`config.mk`:
```
export PLATFORM = sky130hd
export DESIGN_NAME = fetch_unit
export DESIGN_NICKNAME = d
export VERILOG_FILES = /design/src/rtl/fetch_unit.sv
export SDC_FILE = /design/constraint.sdc
export NUM_CORES = 1
export LEC_CHECK = 0
export ABC_CLOCK_PERIOD_IN_PS = 5700
export CORE_UTILIZATION = 49
export CTS_BUF_LIST = sky130_fd_sc_hd__clkbuf_16
export DETAILED_ROUTE_END_ITERATION = 8
export GPL_TIMING_DRIVEN = 1
export PLACE_DENSITY_LB_ADDON = 0.1
export SETUP_SLACK_MARGIN = 0.5
export SLEW_MARGIN = 20
export SYNTH_ARGS = -nofsm -noshare
export SYNTH_HDL_FRONTEND = slang
export SYNTH_SLANG_ARGS = --single-unit
```
`constraint.sdc`:
```
create_clock -name clk -period 5.7 [get_ports clk]
set_input_delay 1.425 -clock clk [delete_from_list [all_inputs] [get_ports clk]]
set_output_delay 1.425 -clock clk [all_outputs]
set_load 0.005 [all_outputs]
```
`src/rtl/fetch_unit.sv`:
```
// Instruction-fetch front end: fetch PC, credit-limited imem requests, prefetch FIFO and IF/ID register.
// Optional misaligned-redirect halting is enabled by defining FETCH_MISALIGN_CHK_EN.

module fetch_unit_chk (
  input logic clk,
  input logic reset,
  input logic push,
  input logic full
);
  // credits must never let a response land in a full FIFO
  a_no_overflow: assert property (@(posedge clk) disable iff (reset) !(push && full));
endmodule

module fetch_unit #(
  parameter logic [31:0] RESET_PC   = 32'h0000_0000,
  parameter int          FIFO_DEPTH = 2
) (
  input  logic        clk,
  input  logic        reset,
  output logic        imem_req_valid,
  input  logic        imem_req_ready,
  output logic [31:0] imem_req_addr,
  input  logic        imem_rsp_valid,
  input  logic [31:0] imem_rsp_data,
  input  logic        stall,
  input  logic        redirect,
  input  logic [31:0] redirect_pc,
  output logic [31:0] if_id_pc,
  output logic [31:0] if_id_instr,
  output logic        if_id_valid,
  output logic        fetch_misalign
);
  localparam int PW = $clog2(FIFO_DEPTH);
  localparam int CW = $clog2(FIFO_DEPTH + 1);
  localparam logic [CW:0]   DEPTH_C  = (CW + 1)'(FIFO_DEPTH);
  localparam logic [CW-1:0] CNT_ZERO = CW'(0);
  localparam logic [CW-1:0] CNT_ONE  = CW'(1);
  localparam logic [PW-1:0] PTR_ZERO = PW'(0);
  localparam logic [PW-1:0] PTR_ONE  = PW'(1);
  localparam logic [31:0]   NOP      = 32'h0000_0013;

  logic [31:0]   fetch_pc_r, rsp_pc_r;
  logic [CW-1:0] out_r, drop_r, cnt_r;
  logic [CW-1:0] out_nxt_s, cnt_nxt_s;
  logic [PW-1:0] rd_ptr_r, wr_ptr_r;
  logic [31:0]   fifo_pc_r   [FIFO_DEPTH];
  logic [31:0]   fifo_data_r [FIFO_DEPTH];
  logic [31:0]   if_id_pc_r, if_id_instr_r;
  logic          if_id_valid_r;
  logic [31:0]   target_pc_s;
  logic          halted_s;
  logic          req_fire_s, rsp_take_s, rsp_live_s;
  logic          load_s, fifo_empty_s, push_s, pop_s, bypass_s;

  // redirect_pc low bits are masked; the misalign check inspects them separately
  assign target_pc_s    = redirect_pc & 32'hFFFF_FFFC;
  assign imem_req_valid = !reset && !redirect && !halted_s &&
                          (({1'b0, out_r} + {1'b0, cnt_r}) < DEPTH_C);
  assign imem_req_addr  = fetch_pc_r;

  assign req_fire_s   = imem_req_valid && imem_req_ready;
  assign rsp_take_s   = imem_rsp_valid && (out_r != CNT_ZERO);
  assign rsp_live_s   = rsp_take_s && (drop_r == CNT_ZERO) && !redirect;
  assign load_s       = !stall || !if_id_valid_r;
  assign fifo_empty_s = (cnt_r == CNT_ZERO);
  assign pop_s        = load_s && !fifo_empty_s && !redirect;
  assign bypass_s     = load_s && fifo_empty_s && rsp_live_s;
  assign push_s       = rsp_live_s && !bypass_s;

  // next outstanding-request and FIFO occupancy counts
  always_comb begin
    out_nxt_s = out_r;
    cnt_nxt_s = cnt_r;
    case ({req_fire_s, rsp_take_s})
      2'b10:   out_nxt_s = out_r + CNT_ONE;
      2'b01:   out_nxt_s = out_r - CNT_ONE;
      default: out_nxt_s = out_r;
    endcase
    case ({push_s, pop_s})
      2'b10:   cnt_nxt_s = cnt_r + CNT_ONE;
      2'b01:   cnt_nxt_s = cnt_r - CNT_ONE;
      default: cnt_nxt_s = cnt_r;
    endcase
  end

  // fetch state, prefetch FIFO and IF/ID register
  always_ff @(posedge clk) begin
    if (reset) begin
      fetch_pc_r    <= RESET_PC;
      rsp_pc_r      <= RESET_PC;
      out_r         <= CNT_ZERO;
      drop_r        <= CNT_ZERO;
      cnt_r         <= CNT_ZERO;
      rd_ptr_r      <= PTR_ZERO;
      wr_ptr_r      <= PTR_ZERO;
      if_id_pc_r    <= 32'h0000_0000;
      if_id_instr_r <= NOP;
      if_id_valid_r <= 1'b0;
      for (int i = 0; i < FIFO_DEPTH; i++) begin
        fifo_pc_r[i]   <= 32'h0000_0000;
        fifo_data_r[i] <= 32'h0000_0000;
      end
    end else begin
      out_r <= out_nxt_s;
      if (redirect) begin
        fetch_pc_r    <= target_pc_s;
        rsp_pc_r      <= target_pc_s;
        // everything still in flight after this cycle belongs to the old stream
        drop_r        <= out_r - (rsp_take_s ? CNT_ONE : CNT_ZERO);
        cnt_r         <= CNT_ZERO;
        rd_ptr_r      <= PTR_ZERO;
        wr_ptr_r      <= PTR_ZERO;
        if_id_valid_r <= 1'b0;
        if_id_instr_r <= NOP;
      end else begin
        cnt_r <= cnt_nxt_s;
        if (req_fire_s) fetch_pc_r <= fetch_pc_r + 32'd4;
        if (rsp_take_s && (drop_r != CNT_ZERO)) drop_r <= drop_r - CNT_ONE;
        if (rsp_live_s) rsp_pc_r <= rsp_pc_r + 32'd4;
        if (push_s) begin
          fifo_pc_r[wr_ptr_r]   <= rsp_pc_r;
          fifo_data_r[wr_ptr_r] <= imem_rsp_data;
          wr_ptr_r              <= wr_ptr_r + PTR_ONE;
        end
        if (pop_s) rd_ptr_r <= rd_ptr_r + PTR_ONE;
        if (load_s) begin
          if (!fifo_empty_s) begin
            if_id_pc_r    <= fifo_pc_r[rd_ptr_r];
            if_id_instr_r <= fifo_data_r[rd_ptr_r];
            if_id_valid_r <= 1'b1;
          end else if (rsp_live_s) begin
            if_id_pc_r    <= rsp_pc_r;
            if_id_instr_r <= imem_rsp_data;
            if_id_valid_r <= 1'b1;
          end else begin
            if_id_instr_r <= NOP;
            if_id_valid_r <= 1'b0;
          end
        end
      end
    end
  end

  assign if_id_pc    = if_id_pc_r;
  assign if_id_instr = if_id_instr_r;
  assign if_id_valid = if_id_valid_r;

`ifdef FETCH_MISALIGN_CHK_EN
  logic halted_r, misalign_r;

  // a misaligned redirect halts fetch until the next aligned redirect
  always_ff @(posedge clk) begin
    if (reset) begin
      halted_r   <= 1'b0;
      misalign_r <= 1'b0;
    end else if (redirect) begin
      halted_r   <= (redirect_pc[1:0] != 2'b00);
      misalign_r <= (redirect_pc[1:0] != 2'b00);
    end else begin
      misalign_r <= 1'b0;
    end
  end

  assign halted_s       = halted_r;
  assign fetch_misalign = misalign_r;
`else
  assign halted_s       = 1'b0;
  assign fetch_misalign = 1'b0;
`endif

  fetch_unit_chk u_chk (
    .clk   (clk),
    .reset (reset),
    .push  (push_s),
    .full  (cnt_r == CW'(FIFO_DEPTH))
  );
endmodule
```
==> impl_metrics.tcl <==
set metrics [dict create \
    outcome "complete, no violations" \
    seq_power_share_pct 52.4 \
    seqCellArea_sq_mm 0.00637 \
    die_h_microns 156 \
    p_comb_share_pct 8.4 \
    fp.dieArea_sq_mm 0.0242 \
    grt_setup_unrepaired "no" \
    net-switching-power_mw 0.931 \
    hold_viol 0 \
    synth_ff_type "dfxtp_1" \
    nets 1285 \
    ys_seq_area_share_pct 55.0 \
    ctsHoldBuffers 0 \
    timing.final.crit_period_ns 4.24 \
    maxCapViolCount 0 \
    clockPowerShare_pct 39.2 \
    viasPerCell 5.56 \
    die_x_microns 156 \
    drt_wl_total_microns 27600 \
    tritoncts "yes" \
    port_buffers 161 \
    worstHoldPathType "flop to flop" \
    setup_viol 0 \
    fin_tns_setup_ns 0 \
    p_total_mw 3.94 \
    multi_input_area_sq_mm 0.00482 \
    maxSlewHeadroom_pct 30.9 \
    dr.pass1.iters 5 \
    syn-cell-area_sq_mm 0.0116 \
    maxSlewViolCount 0 \
    ctsResizeCount 0 \
    avgSynthCellArea_sq_um 10.7 \
    grt_usage_pct 22.9 \
    tightest_slew_ns 1.04 \
    yosys_warnings 0 \
    area_growth_pct 22.7 \
    post_cts.repair.setup_buffers 0 \
    detail-route-antenna-nets 0 \
    io_pins 169 \
    clkTransAtPathRegs_ns 0.06 \
    fin_worst_skew_ns 0.0130 \
    p_leak_nw 4.82 \
    rows 55 \
    root_buffer "clkbuf_16" \
    arrival_ns 2.81 \
    wl_per_cell_microns 17.9 \
    num-fill-cells 1907 \
    crit_slowest_cell "clkdlybuf4s50_1" \
    critPathKind "input port to output port" \
    coreArea_sq_mm 0.0229 \
    clock_latency_ns 0.53 \
    fin_util_pct 61.9 \
    place_congestion 0.858 \
    cp_slowest_stage_delay_ns 0.53 \
    period_share_pct 74.4 \
    clock_sinks 256 \
    cts_buffer_depth 3 \
    drtIter0Drc 545 \
    grt_pass1_vias 8249 \
    antenna_cells 0 \
    synthArstFlopShare_pct 0 \
    cts_buffers 27 \
    crit_top_cell "clkdlybuf4s50_1" \
    start_util_pct 50.5 \
    ys_ff_latch 256 \
    end_kind "output port" \
    synth_edf_count 124 \
    vias 8574 \
    overflow 0 \
    grt_pass1_wl_microns 44200 \
    timing.fmax_ghz 0.236 \
    cellPowerDensity_mw_per_mm2 278 \
    htree_levels 1 \
    drive_gt1_share_pct 7.49 \
    required_ns 4.28 \
    p_sw_share_pct 23.6 \
    grt_antenna_before_repair 0 \
    synth_cell_type_count 53 \
    syn_inst 1081 \
    ir_worst_vdd_uv 195 \
    dpl.hpwl_microns 17300 \
    critical_path.max_fanout 2 \
    drc 0 \
    crit_path_cell_trace "clkdlybuf4s50_1 -> or2_2 -> nor3_1 -> clkdlybuf4s50_1" \
    cp-start-kind "input port" \
    p_int_mw 3.01 \
    grt_start_max_net_pins 88 \
]
==> logic make-up (layout without fill, tap and decap cells) <==
group	Yosys count	in the layout	synth area share, %
adder cells (fa/ha/maj)	7	7	0.822
buffers and inverters	113	257	3.93
AO/OA/AOI/OAI	199	199	12.0
multiplexers	62	62	5.68
other	1	5	0.0324
flip-flops	256	256	55.0
AND/OR/NAND/NOR	378	378	17.6
XOR/XNOR	65	65	4.92
==> routing by layer <==
metal,track usage [%],wire (microns),vias up
met5,0,0,-
met4,4.62,323,0
met3,2.94,1530,29
met2,37.4,12800,272
met1,32.7,12900,4121
li1,-,-,4152
==> flip-flops by register name, indices dropped and copies added, names as in the netlist, named ones only <==
signal,flops
cnt_r,2
drop_r,2
fifo_data_r,64
fifo_pc_r,60
if_id_instr,32
if_id_pc,30
if_id_valid,1
imem_req_addr,30
out_r,2
rd_ptr_r,1
rsp_pc_r,30
wr_ptr_r,1
==> critical path, delay by kind of cell <==
family	cells	cell delay (ns)
buffers and inverters	2	0.94
AND/OR/NAND/NOR	2	0.44
==> worst paths after layout <==
check	from	end	slack (ns)	cells after the start
worst max register to register	cnt_r[0]	fifo_data_r[1][19]	2.70	5
worst max-delay path	redirect	imem_req_valid	1.46	4
worst min-delay path	if_id_pc[22]	if_id_pc[22]	0.45	2
worst min register to register	if_id_pc[22]	if_id_pc[22]	0.45	2
==> final cells by class <==
cell class / instances / area share, %
sequential: 256 / 44.9
tap: 313 / 2.76
multi-input combinational: 716 / 34.0
timing repair buffer: 175 / 12.1
inverter: 32 / 0.846
clock inverter: 23 / 0.661
clock buffer: 27 / 4.76
==> power groups by stage <==
stage               Combinational [mW]  Clock [mW]  Sequential (mW)
global route                     0.364        1.65             2.08
global placement                 0.325           0             2.10
floorplan                        0.176           0             2.09
detailed placement               0.330           0             2.10
finish                           0.330        1.54             2.07
CTS                              0.333        1.57             2.06
==> cell usage after synthesis, types with 6 or more instances <==
master	count	share of area (%)
dfxtp_1	132	23
edfxtp_1	124	32
and2_1	115	6.2
nand2_1	89	2.9
a21oi_1	65	2.8
clkbuf_1	58	1.9
nor2_1	57	1.8
xnor2_1	42	3.2
a21boi_0	37	2.4
o211ai_1	34	2.2
mux2i_1	33	2.9
inv_1	30	0.97
nor4_1	30	1.6
a222oi_1	29	2.5
mux2_2	29	2.8
xor2_1	23	1.7
nand3_1	21	0.91
nand4_1	17	0.92
nor3_1	17	0.74
and3_1	9	0.49
buf_1	9	0.29
and4_1	8	0.61
buf_2	8	0.35
o21bai_1	7	0.45
ha_1	6	0.65
o22ai_1	6	0.32
==> layout by cell type (no fill, tap or decap), types with 3 or more instances in the layout <==
master	n
clkdlybuf4s50_1	160
dfxtp_1	131
edfxtp_1	124
and2_1	116
nand2_1	89
a21oi_1	65
nor2_1	56
xnor2_1	42
inv_1	41
a21boi_0	36
o211ai_1	34
mux2i_1	33
nor4_1	30
mux2_2	29
a222oi_1	29
clkbuf_16	27
xor2_1	23
nand3_1	21
nand4_1	17
nor3_1	15
buf_4	13
clkinv_1	10
and3_1	9
and4_1	8
o22ai_1	6
ha_1	6
a211oi_1	5
o21bai_1	5
conb_1	5
a22oi_1	4
o21ai_0	3
==> through the flow <==
step | instances | area [sq um] | setup WS [ns] | hold WS, ns
6_report | 1542 | 14200 | 1.46 | 0.454
5_1_grt | 1542 | 14200 | 1.40 | 0.467
4_1_cts | 1542 | 14200 | 1.45 | 0.454
3_5_place_dp | 1492 | 13400 | 1.46 | 0.446
3_3_place_gp | 1492 | 13400 | 1.43 | 0.445
2_1_floorplan | 1085 | 11600 | 0.254 | 0.453
No activity file was read; power rests on OpenSTA's default activity.
